[src/rtl/instr_exec_if.sv]
// Bus between the fetch stage and the execution unit: instruction in, advance
// enable out, plus accumulator/flag/status results and FSM debug visibility.
interface instr_exec_if;
    logic       ena;
    logic [7:0] instr_in;
    logic       fetch_ena;
    logic [7:0] acc_out;
    logic       flag_c;
    logic       flag_z;
    logic       done;
    logic       busy;
    logic       halted;
    logic [1:0] dbg_state;
    logic [2:0] dbg_cnt;

    // Handshake: an instruction is consumed on a rising edge where fetch_ena
    // is high; fetch_ena is combinational (ena && DECODE && out of reset), so the
    // fetch stage advances on that same edge and must hold instr_in otherwise.
    modport master (
        output ena, instr_in,
        input  fetch_ena, acc_out, flag_c, flag_z, done, busy, halted,
        input  dbg_state, dbg_cnt
    );

    modport slave (
        input  ena, instr_in,
        output fetch_ena, acc_out, flag_c, flag_z, done, busy, halted,
        output dbg_state, dbg_cnt
    );
endinterface

[src/rtl/instr_exec.sv]
// 8-bit accumulator execution unit: single-cycle ALU ops, 5-iteration
// shift-add multiply, and a terminal HALT state that stalls fetch until reset.
module instr_exec (
    input  logic          clock,
    input  logic          reset_n,
    instr_exec_if.slave   bus
);
    typedef enum logic [1:0] {
        S_DECODE = 2'd0,
        S_MUL    = 2'd1,
        S_HALT   = 2'd2
    } state_e;

    state_e      state_q, state_d;
    logic [2:0]  cnt_q, cnt_d;
    logic [12:0] prod_q, prod_d;
    logic [4:0]  mop_q, mop_d;
    logic [7:0]  acc_q, acc_d;
    logic        c_q, c_d;
    logic        z_q, z_d;
    logic        done_q, done_d;

    logic [7:0]  operand;
    logic [8:0]  sum9;
    logic [12:0] partial;
    logic [12:0] prod_next;

    assign operand   = {3'b000, bus.instr_in[4:0]};
    assign sum9      = {1'b0, acc_q} + {1'b0, operand};
    // The multiplicand stays in acc_q for the whole multiply; it is only overwritten on completion.
    assign partial   = {5'b0_0000, acc_q} << cnt_q;
    assign prod_next = prod_q + (mop_q[cnt_q] ? partial : 13'd0);

    always_comb begin
        state_d = state_q;
        cnt_d   = cnt_q;
        prod_d  = prod_q;
        mop_d   = mop_q;
        acc_d   = acc_q;
        c_d     = c_q;
        z_d     = z_q;
        done_d  = 1'b0;
        if (bus.ena) begin
            unique case (state_q)
                S_DECODE: begin
                    done_d = 1'b1;
                    c_d    = 1'b0;
                    unique case (bus.instr_in[7:5])
                        3'b000: begin
                            acc_d = sum9[7:0];
                            c_d   = sum9[8];
                        end
                        3'b001: begin
                            acc_d = acc_q - operand;
                            c_d   = (operand > acc_q);
                        end
                        3'b010: begin
                            mop_d   = bus.instr_in[4:0];
                            prod_d  = 13'd0;
                            cnt_d   = 3'd0;
                            state_d = S_MUL;
                            done_d  = 1'b0;
                            c_d     = c_q;
                        end
                        3'b011:  acc_d = acc_q & operand;
                        3'b100:  acc_d = acc_q | operand;
                        3'b101:  acc_d = acc_q ^ operand;
                        3'b110:  acc_d = operand;
                        default: begin
                            state_d = S_HALT;
                            c_d     = c_q;
                        end
                    endcase
                    if (bus.instr_in[7:5] != 3'b010 && bus.instr_in[7:5] != 3'b111) begin
                        z_d = (acc_d == 8'd0);
                    end
                end
                S_MUL: begin
                    if (cnt_q == 3'd4) begin
                        acc_d   = prod_next[7:0];
                        c_d     = |prod_next[12:8];
                        z_d     = (prod_next[7:0] == 8'd0);
                        prod_d  = prod_next;
                        cnt_d   = 3'd0;
                        state_d = S_DECODE;
                        done_d  = 1'b1;
                    end else begin
                        prod_d = prod_next;
                        cnt_d  = cnt_q + 3'd1;
                    end
                end
                S_HALT:  state_d = S_HALT;
                default: state_d = S_DECODE;
            endcase
        end
    end

    always_ff @(posedge clock or negedge reset_n) begin
        if (!reset_n) begin
            state_q <= S_DECODE;
            cnt_q   <= 3'd0;
            prod_q  <= 13'd0;
            mop_q   <= 5'd0;
            acc_q   <= 8'd0;
            c_q     <= 1'b0;
            z_q     <= 1'b0;
            done_q  <= 1'b0;
        end else begin
            state_q <= state_d;
            cnt_q   <= cnt_d;
            prod_q  <= prod_d;
            mop_q   <= mop_d;
            acc_q   <= acc_d;
            c_q     <= c_d;
            z_q     <= z_d;
            done_q  <= done_d;
        end
    end

    // reset_n is folded in so fetch never advances while the unit is held in reset.
    assign bus.fetch_ena = bus.ena & reset_n & (state_q == S_DECODE);
    assign bus.acc_out   = acc_q;
    assign bus.flag_c    = c_q;
    assign bus.flag_z    = z_q;
    assign bus.done      = done_q;
    assign bus.busy      = (state_q == S_MUL);
    assign bus.halted    = (state_q == S_HALT);
    assign bus.dbg_state = state_q;
    assign bus.dbg_cnt   = cnt_q;
endmodule

[src/flat_wrapper.sv]
// flat-port wrapper written by rule: the top's interface ports become plain ports
module instr_exec_flat 
  (clock, reset_n, bus_ena, bus_instr_in, bus_fetch_ena, bus_acc_out, bus_flag_c, bus_flag_z, bus_done, bus_busy, bus_halted, bus_dbg_state, bus_dbg_cnt);
  instr_exec_if bus_i ();
  input  logic clock;
  input  logic reset_n;
  input wire logic [$bits(bus_i.ena)-1:0] bus_ena;
  input wire logic [$bits(bus_i.instr_in)-1:0] bus_instr_in;
  output wire logic [$bits(bus_i.fetch_ena)-1:0] bus_fetch_ena;
  output wire logic [$bits(bus_i.acc_out)-1:0] bus_acc_out;
  output wire logic [$bits(bus_i.flag_c)-1:0] bus_flag_c;
  output wire logic [$bits(bus_i.flag_z)-1:0] bus_flag_z;
  output wire logic [$bits(bus_i.done)-1:0] bus_done;
  output wire logic [$bits(bus_i.busy)-1:0] bus_busy;
  output wire logic [$bits(bus_i.halted)-1:0] bus_halted;
  output wire logic [$bits(bus_i.dbg_state)-1:0] bus_dbg_state;
  output wire logic [$bits(bus_i.dbg_cnt)-1:0] bus_dbg_cnt;
  assign bus_i.ena = bus_ena;
  assign bus_i.instr_in = bus_instr_in;
  assign bus_fetch_ena = bus_i.fetch_ena;
  assign bus_acc_out = bus_i.acc_out;
  assign bus_flag_c = bus_i.flag_c;
  assign bus_flag_z = bus_i.flag_z;
  assign bus_done = bus_i.done;
  assign bus_busy = bus_i.busy;
  assign bus_halted = bus_i.halted;
  assign bus_dbg_state = bus_i.dbg_state;
  assign bus_dbg_cnt = bus_i.dbg_cnt;
  instr_exec u_core (.clock(clock), .reset_n(reset_n), .bus(bus_i));
endmodule
[config.mk]
export PLATFORM = sky130hd
export DESIGN_NAME = instr_exec_flat
export DESIGN_NICKNAME = d
export VERILOG_FILES = /design/src/rtl/instr_exec_if.sv /design/src/rtl/instr_exec.sv /design/src/flat_wrapper.sv
export SDC_FILE = /design/constraint.sdc
export NUM_CORES = 1
export LEC_CHECK = 0
export BUFFER_PORTS_ARGS = -buffer_cell sky130_fd_sc_hd__buf_2
export CAP_MARGIN = 5
export CORE_UTILIZATION = 65
export CTS_CLUSTER_SIZE = 24
export DETAILED_ROUTE_END_ITERATION = 8
export GPL_TIMING_DRIVEN = 0
export MAX_ROUTING_LAYER = met4
export PLACE_DENSITY_LB_ADDON = 0.1
export SETUP_SLACK_MARGIN = 0.3
export SLEW_MARGIN = 15
export SYNTH_ARGS = -nofsm -noshare
export SYNTH_HDL_FRONTEND = slang
export SYNTH_SLANG_ARGS = --single-unit
export TNS_END_PERCENT = 10
[constraint.sdc]
create_clock -name clock -period 8.3 [get_ports clock]
set_input_delay 0.415 -clock clock [delete_from_list [all_inputs] [get_ports clock]]
set_output_delay 0.415 -clock clock [all_outputs]
set_load 0.02 [all_outputs]
==> run summary <==
In this run the tightest slew margin relative to its limit is 46.67%. After filler insertion, the fill cell instance count of the layout stands at 444. The number of I/O port buffers works out to 29. Along the worst path, the maximum fanout reaches 8.

The run finished with clean final reports. The HPWL after detailed placement is 7564 um. The commonest cells after synthesis are sky130_fd_sc_hd__nand2_1 (48), sky130_fd_sc_hd__nor2_1 (40), sky130_fd_sc_hd__o21ai_0 (36), sky130_fd_sc_hd__dfrtp_1 (34), sky130_fd_sc_hd__a21oi_1 (33). Synthesis produced a netlist with a net count of 484. The final period utilization was 48.24%; the first-pass GRT wire length was 15450 um.

Clock tree synthesis selected as its root buffer the cell sky130_fd_sc_hd__clkbuf_8. In this run the count of I/O pins placed on the die edge is 30. In the synthesized netlist the dominant register cell turns out to be sky130_fd_sc_hd__dfrtp_1. The basic-gate share of the synthesized area counting and, or, nand and nor cells is 22.65%, and the count of distinct cell types in the synthesized netlist is 67.

The flip-flop and latch count after synthesis works out to 34. The tools report the finished layout cell area as 3766 um2. The max-slew violation total from the final report was 0. For the post-synthesis instance area, the log shows 3442 um2.

The width of the chip came out at 74.77 um. By area, the combinational part of the netlist is dominated by compound AO/OA/AOI/OAI gates. The run gives 0 as the number of gates given a new drive strength after cts. The run gives 418 as the violation count after the first detailed-route iteration.

After detailed routing, the average wire length per cell comes to 17.83 um. Cells with a size suffix above 1 make up 12.13% of the layout. The source-to-sink clock delay at the later pin of the worst-skew pair came out at 0.29 ns. The tools report the total negative setup slack as 0 ns.

Per report_power, the sequential group accounts for 23.8% of the total. The length in cells of the worst reg-to-reg path was 14; the multiplexer share of the synthesized area was 3.889%. The number of buffers inserted for hold repair after clock tree synthesis is 0. The die covers 5591 um2. After layout, the worst setup slack is 4.296 ns. Setup violations remaining at the end of the flow were counted as 0. The routed via count divided by cell count is 6.423, and the final count of hold timing violations is 0.

Data arrives at the worst endpoint at 4.16 ns. After synthesis, the largest area contributor takes up 24.72% of total cell area. Of the total synthesized cell area, the portion taken by full adders, half adders and majority gates is 12.29%. Global routing used 37.79% of the available tracks. The detailed router placed 3520 vias in this run.

The instance count after placement with tap cells included came out at 540. Counting every instance in the synthesized netlist gives 441. The final RePlAce weighted congestion is 0.9654, and the initial core utilization is 67.39%. In this run, the combinational gates consume 65.8% of the power. Sequential cells were found to cover 24.72% of the synthesized design area. Startpoint type of the worst setup path: a register. For the worst vdd rail ir drop, the log shows 150.8 uV. The stage delay of the slowest cell on the critical path is 0.57 ns, and the vertical extent of the die is 74.77 um. In this run the power density over the cells is 333.3 nW/um2. The net switching fraction of the power came out at 52.77%. The worst path needs 4.004 ns of the cycle, external delays included. The critical path is of the reg2reg type. After synthesis, the share of flip-flops with an asynchronous set or reset is 100.0%. The slowest stage of the critical path is the sky130_fd_sc_hd__mux4_2 cell. Counting both buffers and inverters, the worst setup path holds a total of 2.

Prior to clock tree synthesis, the placed netlist has a worst setup slack of 4.385 ns. The number of flops mapped to enable cells by yosys is 0. The core footprint came out at 5107 um2. For the number of nets still failing antenna checks after routing, the log shows 0. The signal on the critical path passes through clkbuf_1 > mux4_2 > nand2b_1 > and2_1 > clkbuf_1 > nor2_1 > ha_1 > and3_1 > a2111oi_4 > o21bai_1 > a21o_1 > xor2_1 > nor4_2 > a31oi_1.

Counting along the longest clock path gives a buffer depth of 2. The internal portion of the total power is 0.5928 mW. The endpoint required time on the critical path came out at 8.46 ns. STA classifies the critical path endpoint as a register.

CTS saw 34 sinks. Summing the areas of all compound-gate instances in the mapped netlist gives 27.41% of the synthesized area. The most numerous cell type found on the critical path is sky130_fd_sc_hd__clkbuf_1. Among cell families on the critical path, the largest total delay comes from simple AND/OR/NAND/NOR gates. Highest clock frequency the design can meet: 249.8 MHz. The tools report the largest net degree at the start of global routing as 36. The most frequent cell after synthesis is sky130_fd_sc_hd__nand2_1. The run gives 3675 um2 as the post-detailed-placement cell area. The path class of the tightest hold or removal check is in2async. For the count of antenna diodes in the layout, the log shows 0. Averaged over all synthesized cells, the footprint is 7.805 um2. For this run, design rule violations remaining after detail routing come to 0. TritonCTS built the clock tree.

The post-detailed-routing wire length was 9773 um. Setup repair after global routing left no endpoint under its margin. At the pin with the least slew margin, the transition time is 0.7999 ns. For this design the static power due to leakage is 1.732 nW. The signed area change from the synthesized netlist to the final layout works out to 9.415%. The run gives 0.004695 ns as the setup skew after layout. Length of the first detailed-routing pass in iterations: 8.

The run gives 0 as the number of antenna violations at the first check in global routing. Most area-hungry cell type in the Yosys netlist: sky130_fd_sc_hd__dfrtp_1. For this run, the number of Yosys warnings is 0. For the number of global-route vias before repair, the log shows 3204.

The final cell count without fillers is 548. The number of clock buffers added by TritonCTS is 5. Counting buffers and inverters, the worst setup path is 14 cells deep. The power spent charging and discharging nets is 0.6624 mW. The number of nets in the layout was 520. The site row count was 26. The tool flagged a number of max-cap violations equal to 0. By area the synthesized netlist is led by sky130_fd_sc_hd__dfrtp_1 (25%), sky130_fd_sc_hd__ha_1 (11%), sky130_fd_sc_hd__o21ai_0 (5.2%). Once layout is complete, the utilization of the core stands at 73.74%. The synthesized netlist devotes 3.308% of its cell area to XOR and XNOR gates. The number of setup buffers added after CTS is 0.

For this run the aggregate overflow at the end of global routing stands at 0. The logs give 2 for the depth of the CTS H-tree and 10.5% for the clock network fraction of total power. Clock-pin slew was measured on the worst setup and hold paths at 0.07 ns.
[worst paths after layout]
kind	startpoint	endpoint	slack (ns)
min in group clock	bus_ena	u_core.bus.dbg_state[1]	0.36
worst min-delay path	reset_n	u_core.prod_q[5]	0.20
worst min register to register	u_core.mop_q[1]	u_core.mop_q[1]	0.49
max in group asynchronous	reset_n	u_core.bus.done	7.58
worst max-delay path	u_core.bus.dbg_cnt[0]	u_core.bus.flag_c	4.30
worst max register to register	u_core.bus.dbg_cnt[0]	u_core.bus.flag_c	4.30
[layout make-up]
class | count | area [um2] | share of cell area, %
inverters | 23 | 86.33 | 2.292
clock buffers | 7 | 86.33 | 2.292
repair buffers | 29 | 145.1 | 3.854
plain buffers | 25 | 111.4 | 2.957
multi-input cells | 359 | 2394 | 63.55
clock inverters | 1 | 5.005 | 0.1329
flip-flops and latches | 34 | 850.8 | 22.59
well taps | 70 | 87.58 | 2.326
[layer usage]
layer,GRT usage (%),routed length (um)
met5,-,0
met4,15.09,303
met3,4.685,712
met2,64.36,4760
met1,45.35,3996
[metrics by stage]
step,power (mW),hold slack (ns)
floorplan,0.8786,0.1194
global placement,1.078,0.4572
detailed placement,1.098,0.4702
CTS,1.232,0.2327
global route,1.341,0.2752
finish,1.255,0.2013
[state kept, by name (all words and copies together), names as in the netlist]
register              cells
u_core.prod_q            13
u_core.bus.flag_z         1
u_core.bus.dbg_state      2
u_core.bus.done           1
u_core.mop_q              5
u_core.bus.flag_c         1
u_core.bus.acc_out        8
u_core.bus.dbg_cnt        3
[power by group through the flow]
stage / logic, mW / registers (mW) / clock network, mW
finish: 0.826 / 0.298 / 0.131
global route: 0.900 / 0.307 / 0.135
CTS: 0.806 / 0.297 / 0.130
detailed placement: 0.798 / 0.300 / 0
global placement: 0.780 / 0.298 / 0
floorplan: 0.557 / 0.322 / 0
[kinds of logic (layout without fill, tap and decap cells)]
kind of cell	count (synthesis)	after routing
buffers and inverters	48	85
adder cells (fa/ha/maj)	32	32
multiplexers	12	12
XOR/XNOR	13	13
AND/OR/NAND/NOR	157	157
flip-flops	34	34
AO/OA/AOI/OAI	145	145
[cell usage in the layout (no fill, tap or decap), types with 3 or more instances in the layout]
master,netlist,final
sky130_fd_sc_hd__a211oi_1,7,7
sky130_fd_sc_hd__nand2b_1,9,9
sky130_fd_sc_hd__xor2_1,5,5
sky130_fd_sc_hd__nor3b_1,4,4
sky130_fd_sc_hd__nand3_1,12,12
sky130_fd_sc_hd__and2_1,5,5
sky130_fd_sc_hd__or2_2,3,3
sky130_fd_sc_hd__nor3_1,6,6
sky130_fd_sc_hd__xnor2_1,8,8
sky130_fd_sc_hd__nand2_1,48,48
sky130_fd_sc_hd__mux2i_1,10,10
sky130_fd_sc_hd__clkbuf_1,16,17
sky130_fd_sc_hd__buf_2,5,34
sky130_fd_sc_hd__a21oi_1,33,33
sky130_fd_sc_hd__o21bai_1,6,6
sky130_fd_sc_hd__nor4_1,3,3
sky130_fd_sc_hd__o22ai_1,7,7
sky130_fd_sc_hd__fa_1,3,3
sky130_fd_sc_hd__clkbuf_8,0,6
sky130_fd_sc_hd__o21ai_1,3,3
sky130_fd_sc_hd__a22o_1,4,4
sky130_fd_sc_hd__nor2_1,40,40
sky130_fd_sc_hd__nor2b_1,9,9
sky130_fd_sc_hd__o21ai_0,36,36
sky130_fd_sc_hd__buf_4,3,3
sky130_fd_sc_hd__ha_1,29,29
sky130_fd_sc_hd__and3_1,4,4
sky130_fd_sc_hd__dfrtp_1,34,34
sky130_fd_sc_hd__o31ai_1,7,7
sky130_fd_sc_hd__a21o_1,4,4
sky130_fd_sc_hd__o21a_1,4,4
sky130_fd_sc_hd__o211ai_1,5,5
sky130_fd_sc_hd__a31oi_1,9,9
sky130_fd_sc_hd__inv_1,22,22
Note: power is estimated with default switching activity, not from simulation.
